### src/rtl/udp_tx_framer_pkg.sv
// Shared definitions for the UDP/IPv4 transmit framer and its checksum unit.
// Frame padding is selected in the top level by the UDP_TX_PAD_EN macro.
package udp_tx_framer_pkg;

  typedef enum logic [2:0] {
    ST_IDLE    = 3'd0,
    ST_CSUM    = 3'd1,
    ST_RESOLVE = 3'd2,
    ST_BACKOFF = 3'd3,
    ST_FRAME   = 3'd4
  } state_t;

  localparam logic [15:0] ETHERTYPE_IPV4  = 16'h0800;
  localparam logic [15:0] IP_VER_IHL_TOS  = 16'h4500;
  localparam logic [15:0] IP_FLAGS_DF     = 16'h4000;
  localparam logic [15:0] IP_TTL_UDP      = 16'h4011;
  localparam logic [9:0]  HDR_WORDS       = 10'd21;
  localparam logic [9:0]  MIN_FRAME_WORDS = 10'd30;

  // Ones-complement add: 17-bit sum with the carry folded back in.
  function automatic logic [15:0] ones_add(input logic [15:0] a, input logic [15:0] b);
    logic [16:0] s;
    s = {1'b0, a} + {1'b0, b};
    return s[15:0] + {15'd0, s[16]};
  endfunction

endpackage

### src/rtl/udp_tx_framer_ip_csum16.sv
// Sequential 16-bit ones-complement accumulator; csum is the complemented sum,
// so an all-ones sum gives 16'h0000. Shared with the receive side.
module ip_csum16
  import udp_tx_framer_pkg::*;
(
  input  logic        clk,
  input  logic        rst_n,
  input  logic        clr,
  input  logic        add,
  input  logic [15:0] word,
  output logic [15:0] csum
);

  logic [15:0] acc_r;

  // Accumulator: clear has priority over add.
  always_ff @(posedge clk or negedge rst_n) begin
    if (!rst_n) begin
      acc_r <= 16'h0000;
    end else if (clr) begin
      acc_r <= 16'h0000;
    end else if (add) begin
      acc_r <= ones_add(acc_r, word);
    end else begin
      acc_r <= acc_r;
    end
  end

  assign csum = ~acc_r;

endmodule

### src/rtl/udp_tx_framer.sv
// UDP/IPv4 transmit framer: checksum, ARP resolve with backoff, 16-bit frame write.
// Define UDP_TX_PAD_EN to zero-pad short frames to 30 words (60 bytes).
module udp_tx_framer
  import udp_tx_framer_pkg::*;
#(
  parameter logic [47:0] SRC_MAC      = 48'h00_14_22_2c_2a_fd,
  parameter logic [15:0] SRC_PORT     = 16'd5000,
  parameter logic [15:0] DEST_PORT    = 16'd5000,
  parameter logic [9:0]  MAX_WORDS    = 10'd736,
  parameter logic [23:0] RETRY_CYCLES = 24'd1_000_000,
  parameter logic [2:0]  MAX_RETRIES  = 3'd3
) (
  input  logic        wb_clk_i,
  input  logic        wb_rst_n_i,
  input  logic        send_i,
  input  logic [9:0]  len_i,
  input  logic [31:0] src_ip_i,
  input  logic [31:0] dest_ip_i,
  output logic        busy_o,
  output logic        done_o,
  output logic        fail_o,
  input  logic [15:0] pl_dat_i,
  input  logic        pl_empty_i,
  output logic        pl_rd_o,
  output logic        arp_cyc_o,
  output logic        arp_stb_o,
  output logic        arp_we_o,
  output logic [31:0] arp_dest_ip_o,
  input  logic        arp_ack_i,
  input  logic        arp_rty_i,
  input  logic [47:0] dest_mac_i,
  output logic        enet_cyc_o,
  output logic        enet_stb_o,
  output logic        enet_we_o,
  output logic [15:0] enet_dat_o,
  input  logic        enet_ack_i,
  input  logic        enet_err_i
);

  state_t      state_r, state_s;
  logic [9:0]  len_r, cnt_r, words_s, last_s;
  logic [31:0] src_ip_r, dest_ip_r;
  logic [47:0] dest_mac_r;
  logic [15:0] ident_r, csum_s, csum_word_s, dat_s, total_len_s, udp_len_s;
  logic [2:0]  retry_r;
  logic [23:0] backoff_r;
  logic        done_r, fail_r, payload_s, stb_s;
  logic        start_s, reject_s, csum_add_s, arp_hit_s, arp_retry_s;
  logic        retry_fail_s, frame_done_s, frame_err_s, word_adv_s;

  assign total_len_s = 16'd28 + {5'd0, len_r, 1'b0};
  assign udp_len_s   = 16'd8 + {5'd0, len_r, 1'b0};
  assign words_s     = HDR_WORDS + len_r;
  assign payload_s   = (state_r == ST_FRAME) && (cnt_r >= HDR_WORDS) && (cnt_r < words_s);
  assign stb_s       = (state_r == ST_FRAME) && !(payload_s && pl_empty_i);

  // Index of the final frame word, including optional minimum-size padding.
  always_comb begin
`ifdef UDP_TX_PAD_EN
    if (words_s < MIN_FRAME_WORDS) begin
      last_s = MIN_FRAME_WORDS - 10'd1;
    end else begin
      last_s = words_s - 10'd1;
    end
`else
    last_s = words_s - 10'd1;
`endif
  end

  ip_csum16 u_csum (
    .clk   (wb_clk_i),
    .rst_n (wb_rst_n_i),
    .clr   (start_s),
    .add   (csum_add_s),
    .word  (csum_word_s),
    .csum  (csum_s)
  );

  // State register.
  always_ff @(posedge wb_clk_i or negedge wb_rst_n_i) begin
    if (!wb_rst_n_i) begin
      state_r <= ST_IDLE;
    end else begin
      state_r <= state_s;
    end
  end

  // Next-state and one-cycle control strobes.
  always_comb begin
    state_s      = state_r;
    start_s      = 1'b0;
    reject_s     = 1'b0;
    csum_add_s   = 1'b0;
    arp_hit_s    = 1'b0;
    arp_retry_s  = 1'b0;
    retry_fail_s = 1'b0;
    frame_done_s = 1'b0;
    frame_err_s  = 1'b0;
    word_adv_s   = 1'b0;
    case (state_r)
      ST_IDLE: begin
        if (send_i && (len_i > MAX_WORDS)) begin
          reject_s = 1'b1;
        end else if (send_i) begin
          start_s = 1'b1;
          state_s = ST_CSUM;
        end else begin
          state_s = ST_IDLE;
        end
      end
      ST_CSUM: begin
        csum_add_s = 1'b1;
        if (cnt_r == 10'd8) begin
          state_s = ST_RESOLVE;
        end else begin
          state_s = ST_CSUM;
        end
      end
      ST_RESOLVE: begin
        if (arp_ack_i) begin
          arp_hit_s = 1'b1;
          state_s   = ST_FRAME;
        end else if (arp_rty_i) begin
          arp_retry_s = 1'b1;
          if ((retry_r + 3'd1) == MAX_RETRIES) begin
            retry_fail_s = 1'b1;
            state_s      = ST_IDLE;
          end else begin
            state_s = ST_BACKOFF;
          end
        end else begin
          state_s = ST_RESOLVE;
        end
      end
      ST_BACKOFF: begin
        if (backoff_r == (RETRY_CYCLES - 24'd1)) begin
          state_s = ST_RESOLVE;
        end else begin
          state_s = ST_BACKOFF;
        end
      end
      ST_FRAME: begin
        // An error in the same cycle as an ack discards that word.
        if (enet_err_i) begin
          frame_err_s = 1'b1;
          state_s     = ST_IDLE;
        end else if (enet_ack_i && stb_s) begin
          word_adv_s = 1'b1;
          if (cnt_r == last_s) begin
            frame_done_s = 1'b1;
            state_s      = ST_IDLE;
          end else begin
            state_s = ST_FRAME;
          end
        end else begin
          state_s = ST_FRAME;
        end
      end
      default: state_s = ST_IDLE;
    endcase
  end

  // Latched request fields, counters, ident and status pulses.
  always_ff @(posedge wb_clk_i or negedge wb_rst_n_i) begin
    if (!wb_rst_n_i) begin
      len_r      <= 10'd0;
      src_ip_r   <= 32'd0;
      dest_ip_r  <= 32'd0;
      dest_mac_r <= 48'd0;
      ident_r    <= 16'd0;
      cnt_r      <= 10'd0;
      retry_r    <= 3'd0;
      backoff_r  <= 24'd0;
      done_r     <= 1'b0;
      fail_r     <= 1'b0;
    end else begin
      done_r <= frame_done_s;
      fail_r <= reject_s | retry_fail_s | frame_err_s;
      if (start_s) begin
        len_r     <= len_i;
        src_ip_r  <= src_ip_i;
        dest_ip_r <= dest_ip_i;
        cnt_r     <= 10'd0;
        retry_r   <= 3'd0;
      end else if (csum_add_s) begin
        cnt_r <= (cnt_r == 10'd8) ? 10'd0 : cnt_r + 10'd1;
      end else if (word_adv_s) begin
        cnt_r <= cnt_r + 10'd1;
      end
      if (arp_hit_s) begin
        dest_mac_r <= dest_mac_i;
        retry_r    <= 3'd0;
      end else if (arp_retry_s) begin
        retry_r   <= retry_r + 3'd1;
        backoff_r <= 24'd0;
      end else if (state_r == ST_BACKOFF) begin
        backoff_r <= backoff_r + 24'd1;
      end
      if (frame_done_s) begin
        ident_r <= ident_r + 16'd1;
      end
    end
  end

  // Checksum input word sequence.
  always_comb begin
    csum_word_s = 16'h0000;
    case (cnt_r[3:0])
      4'd0:    csum_word_s = IP_VER_IHL_TOS;
      4'd1:    csum_word_s = total_len_s;
      4'd2:    csum_word_s = ident_r;
      4'd3:    csum_word_s = IP_FLAGS_DF;
      4'd4:    csum_word_s = IP_TTL_UDP;
      4'd5:    csum_word_s = src_ip_r[31:16];
      4'd6:    csum_word_s = src_ip_r[15:0];
      4'd7:    csum_word_s = dest_ip_r[31:16];
      4'd8:    csum_word_s = dest_ip_r[15:0];
      default: csum_word_s = 16'h0000;
    endcase
  end

  // Frame word map; beyond the headers it is payload, then zero padding.
  always_comb begin
    dat_s = 16'h0000;
    if (state_r == ST_FRAME) begin
      case (cnt_r)
        10'd0:   dat_s = dest_mac_r[47:32];
        10'd1:   dat_s = dest_mac_r[31:16];
        10'd2:   dat_s = dest_mac_r[15:0];
        10'd3:   dat_s = SRC_MAC[47:32];
        10'd4:   dat_s = SRC_MAC[31:16];
        10'd5:   dat_s = SRC_MAC[15:0];
        10'd6:   dat_s = ETHERTYPE_IPV4;
        10'd7:   dat_s = IP_VER_IHL_TOS;
        10'd8:   dat_s = total_len_s;
        10'd9:   dat_s = ident_r;
        10'd10:  dat_s = IP_FLAGS_DF;
        10'd11:  dat_s = IP_TTL_UDP;
        10'd12:  dat_s = csum_s;
        10'd13:  dat_s = src_ip_r[31:16];
        10'd14:  dat_s = src_ip_r[15:0];
        10'd15:  dat_s = dest_ip_r[31:16];
        10'd16:  dat_s = dest_ip_r[15:0];
        10'd17:  dat_s = SRC_PORT;
        10'd18:  dat_s = DEST_PORT;
        10'd19:  dat_s = udp_len_s;
        10'd20:  dat_s = 16'h0000;
        default: dat_s = payload_s ? pl_dat_i : 16'h0000;
      endcase
    end else begin
      dat_s = 16'h0000;
    end
  end

  assign busy_o        = (state_r != ST_IDLE);
  assign done_o        = done_r;
  assign fail_o        = fail_r;
  assign pl_rd_o       = enet_ack_i & payload_s;
  assign arp_cyc_o     = (state_r == ST_RESOLVE);
  assign arp_stb_o     = (state_r == ST_RESOLVE);
  assign arp_we_o      = (state_r == ST_RESOLVE);
  assign arp_dest_ip_o = dest_ip_r;
  assign enet_cyc_o    = (state_r == ST_FRAME);
  assign enet_stb_o    = stb_s;
  assign enet_we_o     = (state_r == ST_FRAME);
  assign enet_dat_o    = dat_s;

endmodule
### config.mk
export PLATFORM = sky130hd
export DESIGN_NAME = udp_tx_framer
export DESIGN_NICKNAME = d
export VERILOG_FILES = /design/src/rtl/udp_tx_framer_pkg.sv /design/src/rtl/udp_tx_framer_ip_csum16.sv /design/src/rtl/udp_tx_framer.sv
export SDC_FILE = /design/constraint.sdc
export NUM_CORES = 1
export LEC_CHECK = 0
export CORE_MARGIN = 2
export CORE_UTILIZATION = 49
export CTS_CLUSTER_SIZE = 24
export DETAILED_ROUTE_END_ITERATION = 10
export GPL_TIMING_DRIVEN = 0
export HOLD_SLACK_MARGIN = 0.15
export PLACE_DENSITY = 0.77
export SYNTH_ARGS = -nofsm -noshare
export SYNTH_HDL_FRONTEND = slang
export SYNTH_SLANG_ARGS = --single-unit
export TNS_END_PERCENT = 50
### constraint.sdc
create_clock -name wb_clk_i -period 4.9 [get_ports wb_clk_i]
set_input_delay 0.735 -clock wb_clk_i [delete_from_list [all_inputs] [get_ports wb_clk_i]]
set_output_delay 0.735 -clock wb_clk_i [all_outputs]
set_load 0.05 [all_outputs]
Word level (Yosys, flattened, before mapping):

Index checks and enable logic that the tools add are counted.

* register bits after elaboration: 196
* input bits: 146
* output and inout bits: 58
* logic and storage cells: 133

* add/sub/neg operators: 10
* order comparisons: 3
* eq/ne operators: 36
* muxes and demuxes: 50
* bitwise operators: 5
* reductions and logical operators: 17

Operators by type and width (count)
* $pmux W16 S20: 1
* $pmux W16 S9: 1
* $eq A10 B4 Y1 const B: 8
* $mux W16: 4
* $eq A10 B5 Y1 const B: 5
* $mux W24: 2
* $eq A10 B3 Y1 const B: 4
* $mux W10: 4
* $mux W3: 9
* $mux W1: 26
* $add A24 B1 Y24 const B: 1
* $eq A24 B20 Y1 const B: 1
* $eq A10 B2 Y1 const B: 2
* $add A16 B16 Y17: 1
* $add A16 B1 Y16: 1
* $add A16 B1 Y16 const B: 1
* $eq A4 B3 Y1 const B: 4
* $not A16 Y16: 1
* $pmux W3 S5: 1
* $add A4 B11 Y12 const A: 1
* $add A5 B11 Y12 const A: 1
* $add A10 B1 Y10 const B: 1
* $add A5 B10 Y10 const A: 1
* $eq A10 B1 Y1 const B: 1
* 26 further kinds: 39

Longest topological paths before layout:

* word-level depth: 13
* mapped depth: 28

By module:

Synthesis repeated with hierarchy kept, for this count alone.

* cell total of the unflattened synthesis: 1551
* area total of the unflattened synthesis: 12677.2 µm²

Modules (own cells, without submodules)
* udp_tx_framer: instances 1, cells each 1310, area each 10775.3 µm², seq. area each 4504.3 µm²
* ip_csum16: instances 1, cells each 241, area each 1901.8 µm², seq. area each 400.4 µm²

Least setup slack after synthesis:

No wires, ideal clock.

* kind: register -> register
* start: register cnt_r[3]
* end: register u_csum.acc_r[12]
* setup time: 83 ps
* arrival: 5220 ps
* data required time: 4817 ps
* slack: -403 ps
* cell stages (with the launch flop): 29
* buffers on the path: 4
* clock period less this slack: 5303 ps
* path through: dfrtp_1 clkbuf_1 clkbuf_1 nor2b_1 and2_1 clkbuf_1 buf_1 a222oi_1 nand2_1 ha_1 inv_1 fa_1 nand2b_1 a21oi_1 o21ai_0 a21o_1 o21bai_1 a21oi_1 o21bai_1 a21o_1 ha_1 nand2b_1 or2_2 inv_1 nand4_1 nor4_1 nand3_1 xor2_1 o21ai_0

* word-level cells in the longest chain between the ends: 6
* elaborated cells on any way between the ends: 14
* classes of those cells: add/sub: 2; eq/ne: 8; mux: 3; reduce/logical: 1

RTL lines
* start, declared: RTL line udp_tx_framer.sv:41 `logic [9:0] len_r, cnt_r, words_s, last_s;`
* start signal, assigned: RTL line udp_tx_framer.sv:186 `cnt_r <= (cnt_r == 10'd8) ? 10'd0 : cnt_r + 10'd1;`
* start signal, assigned: RTL line udp_tx_framer.sv:188 `cnt_r <= cnt_r + 10'd1;`
* $eq A4 B4 Y1 (tied with other cells): RTL line udp_tx_framer.sv:208 `case (cnt_r[3:0])`
* $pmux W16 S9 *: RTL line udp_tx_framer.sv:208
* $add A16 B16 Y17 *: RTL line udp_tx_framer_pkg.sv:23 `s = {1'b0, a} + {1'b0, b};`
* $add A16 B1 Y16 *: RTL line udp_tx_framer_pkg.sv:24 `return s[15:0] + {15'd0, s[16]};`
* $mux W16 *: RTL line udp_tx_framer_ip_csum16.sv:22 `end else if (add) begin`
* $mux W16 *: RTL line udp_tx_framer_ip_csum16.sv:20 `end else if (clr) begin`
* end signal, assigned: RTL line udp_tx_framer_ip_csum16.sv:23 `acc_r <= ones_add(acc_r, word);`
* end signal, assigned: RTL line udp_tx_framer_ip_csum16.sv:25 `acc_r <= acc_r;`
* end, declared: RTL line udp_tx_framer_ip_csum16.sv:14 `logic [15:0] acc_r;`

Every way passes the cells marked *; elsewhere a longest branch is shown, timed or not. The select of a mux whose other input is x is not followed.
A chain may end at the register's enable or synchronous reset.

Worst setup path after layout:

* start: register cnt_r[7]
* end: output port enet_dat_o[7]

* word-level cells in the longest chain between the ends: 6
* elaborated cells on any way between the ends: 29
* classes of those cells: order compare: 2; eq/ne: 20; mux: 3; reduce/logical: 4

RTL lines
* $ge A10 B5 Y1: RTL line udp_tx_framer.sv:54 `assign payload_s = (state_r == ST_FRAME) && (cnt_r >= HDR_WORDS) && (cnt_r < words_s);`
* $logic_and A1 B1 Y1 (2 in a row): RTL line udp_tx_framer.sv:54
* $mux W16: RTL line udp_tx_framer.sv:248 `default: dat_s = payload_s ? pl_dat_i : 16'h0000;`
* $pmux W16 S20 *: RTL line udp_tx_framer.sv:226 `case (cnt_r)`
* $mux W16 *: RTL line udp_tx_framer.sv:225 `if (state_r == ST_FRAME) begin`
* end, declared: RTL line udp_tx_framer.sv:35 `output logic [15:0] enet_dat_o,`

Every way passes the cells marked *; elsewhere a longest branch is shown, timed or not.

==> results_dict.tcl <==
set metrics [dict create \
    status "complete, but fails checks" \
    violations "DRC, setup timing" \
    path_clk_slew_ns 0.09 \
    synth_seq_cells 196 \
    detail_route.iter0.violations 1852 \
    synthFlopType "dfrtp_1" \
    synth_cell_types 82 \
    rr_worst_depth 22 \
    antenna_cells 0 \
    drv_cap 0 \
    p_leak_nw 7.62 \
    cts_made_buffers 17 \
    start_util_pct 49.6 \
    yosys-top-cells-area "dfrtp_1 (40%), nand2_1 (14%), ha_1 (4.4%)" \
    multi_input_area_sq_um 7550 \
    yosysWarnings 0 \
    post-route-cell-area_sq_um 16900 \
    critical-path-top-delay-family "simple AND/OR/NAND/NOR gates" \
    grt_antenna_before_repair 0 \
    path_cells "or4_4, or3_1, clkbuf_1, nor3_4, clkbuf_1, a22oi_1, o211ai_1, a211oi_1, nor2_1, clkdlybuf4s15_2" \
    start_kind "register" \
    synth.most_common_cell "nand2_1" \
    crit_arrival_ns 4.33 \
    crit_type "register to output port" \
    grt_pass1_vias 12600 \
    fin_ws_ns -0.161 \
    yosysSeqAreaShare_pct 39.5 \
    gp_congestion 1.04 \
    hold_viol_final 0 \
    max_slew_margin_pct 21.8 \
    grt_max_degree 113 \
    synth-edff-count 0 \
    yosysTopAreaCell "dfrtp_1" \
    skew_ns 0.0169 \
    finalSetupTns_ns -0.880 \
    worstSetupEndpointType "output port" \
    slew_violations 0 \
    io_pins 204 \
    wl_per_cell_um 23.7 \
    synth_top_cell_area_share_pct 39.5 \
    worst_slew_pin_slew_ns 1.17 \
    grt_pass1_wl_mm 74.8 \
    cts_buffer_depth 2 \
    regArea_sq_um 4910 \
    fillers 2004 \
    worstPathRequired_ns 4.16 \
    drt-total-wl_mm 51.2 \
    cts_sinks 196 \
    vias 13400 \
    r2r_setup_slack_ns -0.15 \
    setup_violations 11 \
    crit_fanout 10 \
    ant_nets 0 \
    path_buf_inv 3 \
    power_density_nw_per_um2 657 \
    drc 2 \
    io_buffers 203 \
    cts_tree "done" \
    rows 58 \
    r2r_start "cnt_r[0]$_DFFE_PN0P_" \
    coreArea_sq_um 25000 \
    period_needed_ns 5.06 \
    r2r-end "u_csum.acc_r[12]$_DFFE_PN0P_" \
    die_h_um 163 \
    rsz0062_at_grt "true" \
    grt_use_total_pct 37.8 \
    dp_hpwl_mm 37.3 \
    root_buffer "clkbuf_16" \
    async_reset_ff_share_pct 100 \
    avgSynthCellArea_sq_um 8.16 \
    synth_commonest_cells "nand2_1 (456), dfrtp_1 (196), nor2_1 (83)" \
    netlist_area_sq_um 12400 \
    cpMostUsedCell "clkbuf_1" \
    dieArea_sq_um 26600 \
    clk_latency_ns 0.47 \
    drt-vias-per-instance 6.19 \
    area_delta_synth_final_pct 36.4 \
    crit_slowest_cell "nor3_4" \
    grt.overflow.total 0 \
    hp-class "input port to async pin" \
    fin_crit_sh_pct 103 \
    irDropWorstVdd_mv 0.478 \
    syn-num-nets 1712 \
    drive_above_1_share_pct 15.4 \
    netlist_instances 1521 \
    drt_first_pass_iters 11 \
    htree_levels 4 \
    die_w_um 163 \
    slowest_delay_ns 0.60 \
    place_area_sq_um 14900 \
    nNetsFinal 2013 \
    fmax_mhz 198 \
]
==> placed cells by master (no fill, tap or decap), types with 11 or more instances in the layout <==
cell type	netlist	routed
buf_4	3	92
clkdlybuf4s50_1	0	186
nor3_1	20	16
a222oi_1	24	24
xnor2_1	39	37
or3_1	14	14
nand4_1	21	21
and3_1	20	19
clkbuf_16	0	20
inv_1	29	21
nand2_1	456	448
xor2_1	50	47
o21ai_0	70	60
nor2_1	83	81
buf_6	1	11
ha_1	44	33
a22oi_1	36	33
nand3_1	61	60
o211ai_1	12	12
a221oi_1	15	13
a211oi_1	15	13
clkbuf_1	75	47
a21oi_1	53	48
dfrtp_1	196	193
==> metrics by stage <==
step / util, % / cells / hold WS, ns / power [mW] / worst slack, ns
2_1_floorplan: - / 1521 / 0.439 / 6.32 / -0.0275
3_3_place_gp: 59.5 / 2054 / 0.461 / 8.09 / -5.23
6_report: 67.6 / 2165 / 0.327 / 11.1 / -0.161
5_1_grt: 67.6 / 2165 / 0.403 / 11.6 / -0.417
4_1_cts: 65.6 / 2134 / 0.386 / 10.4 / -0.222
3_5_place_dp: 59.6 / 2055 / 0.466 / 8.21 / -1.63
==> cells by family after synthesis <==
group	count (synthesis)	synth area share (%)
muxes	3	0.302
AOI/OAI and AO/OA	302	17.2
adders and majority gates	45	4.60
buffers and inverters	121	3.90
xor gates and xnor gates	91	6.65
DFF	196	39.5
and+or+nand+nor	763	27.8
==> routing by layer <==
layer | global-route usage, % | vias up | wire (um)
li1 | - | 5935 | -
met1 | 53.8 | 6467 | 21200
met2 | 56.4 | 844 | 22100
met3 | 7.47 | 159 | 5510
met4 | 15.4 | 0 | 2430
met5 | 0 | - | 0
==> layout make-up <==
| class | instances | area share, % |
|---|---|---|
| tap | 330 | 2.44 |
| clock inverter | 15 | 1.37 |
| timing repair buffer | 291 | 16.3 |
| multi-input combinational | 1204 | 44.6 |
| clock buffer | 17 | 2.51 |
| sequential | 196 | 29.0 |
| buffer | 83 | 3.07 |
| inverter | 29 | 0.739 |
==> worst max path at each step <==
stage                                     from                            end  slack, ns  cells after the start
final                     cnt_r[7]$_DFFE_PN0P_                  enet_dat_o[7]      -0.16                     10
after global routing      len_r[1]$_DFFE_PN0P_   u_csum.acc_r[12]$_DFFE_PN0P_      -0.42                     25
after CTS                 cnt_r[3]$_DFFE_PN0P_   u_csum.acc_r[15]$_DFFE_PN0P_      -0.22                     28
after detailed placement  len_r[2]$_DFFE_PN0P_                  enet_dat_o[3]      -1.63                     16
after global placement              wb_rst_n_i  arp_dest_ip_o[24]$_DFFE_PN0P_      -5.23                      1
after floorplan           len_r[2]$_DFFE_PN0P_                 enet_dat_o[13]      -0.03                     15
==> state kept, by name (all words and copies together), names as in the netlist <==
name,count
arp_dest_ip_o,32
src_ip_r,32
state_r,3
len_r,10
fail_o,1
u_csum.acc_r,16
done_o,1
dest_mac_r,48
backoff_r,24
retry_r,3
cnt_r,10
ident_r,16
==> where the power goes <==
part	total [mW]	internal (mW)	switching, mW
Clock	1.60	0.770	0.825
Combinational	6.58	2.58	4.00
Sequential	2.96	2.20	0.757
==> worst reg2reg max path, cell delays in order, from the launching register on <==
cell,delay (ns)
dfrtp_1,0.42
buf_4,0.16
ha_4,0.16
clkbuf_8,0.15
and2_4,0.17
buf_4,0.13
a22oi_1,0.33
o21ai_0,0.38
a221o_1,0.47
ha_1,0.38
inv_1,0.10
o21bai_1,0.22
a21o_1,0.22
ha_2,0.22
nand2b_4,0.05
or2_4,0.23
inv_4,0.06
nand4_1,0.15
buf_4,0.20
nor4_4,0.32
nand3_1,0.14
xor2_1,0.20
o21ai_1,0.13
==> repair_timing <==
| item | CTS | global route |
|---|---|---|
| buffers inserted | 51 | 35 |
| hold buffers | 0 | 0 |
| endpoints found under the hold margin | 0 | 0 |
| cloned | 1 | 0 |
| endpoints found under the setup margin | 34 | 28 |
| pin swaps | 39 | 61 |
| gates resized for setup | 212 | 77 |
Power figures use the tool's default switching activity.
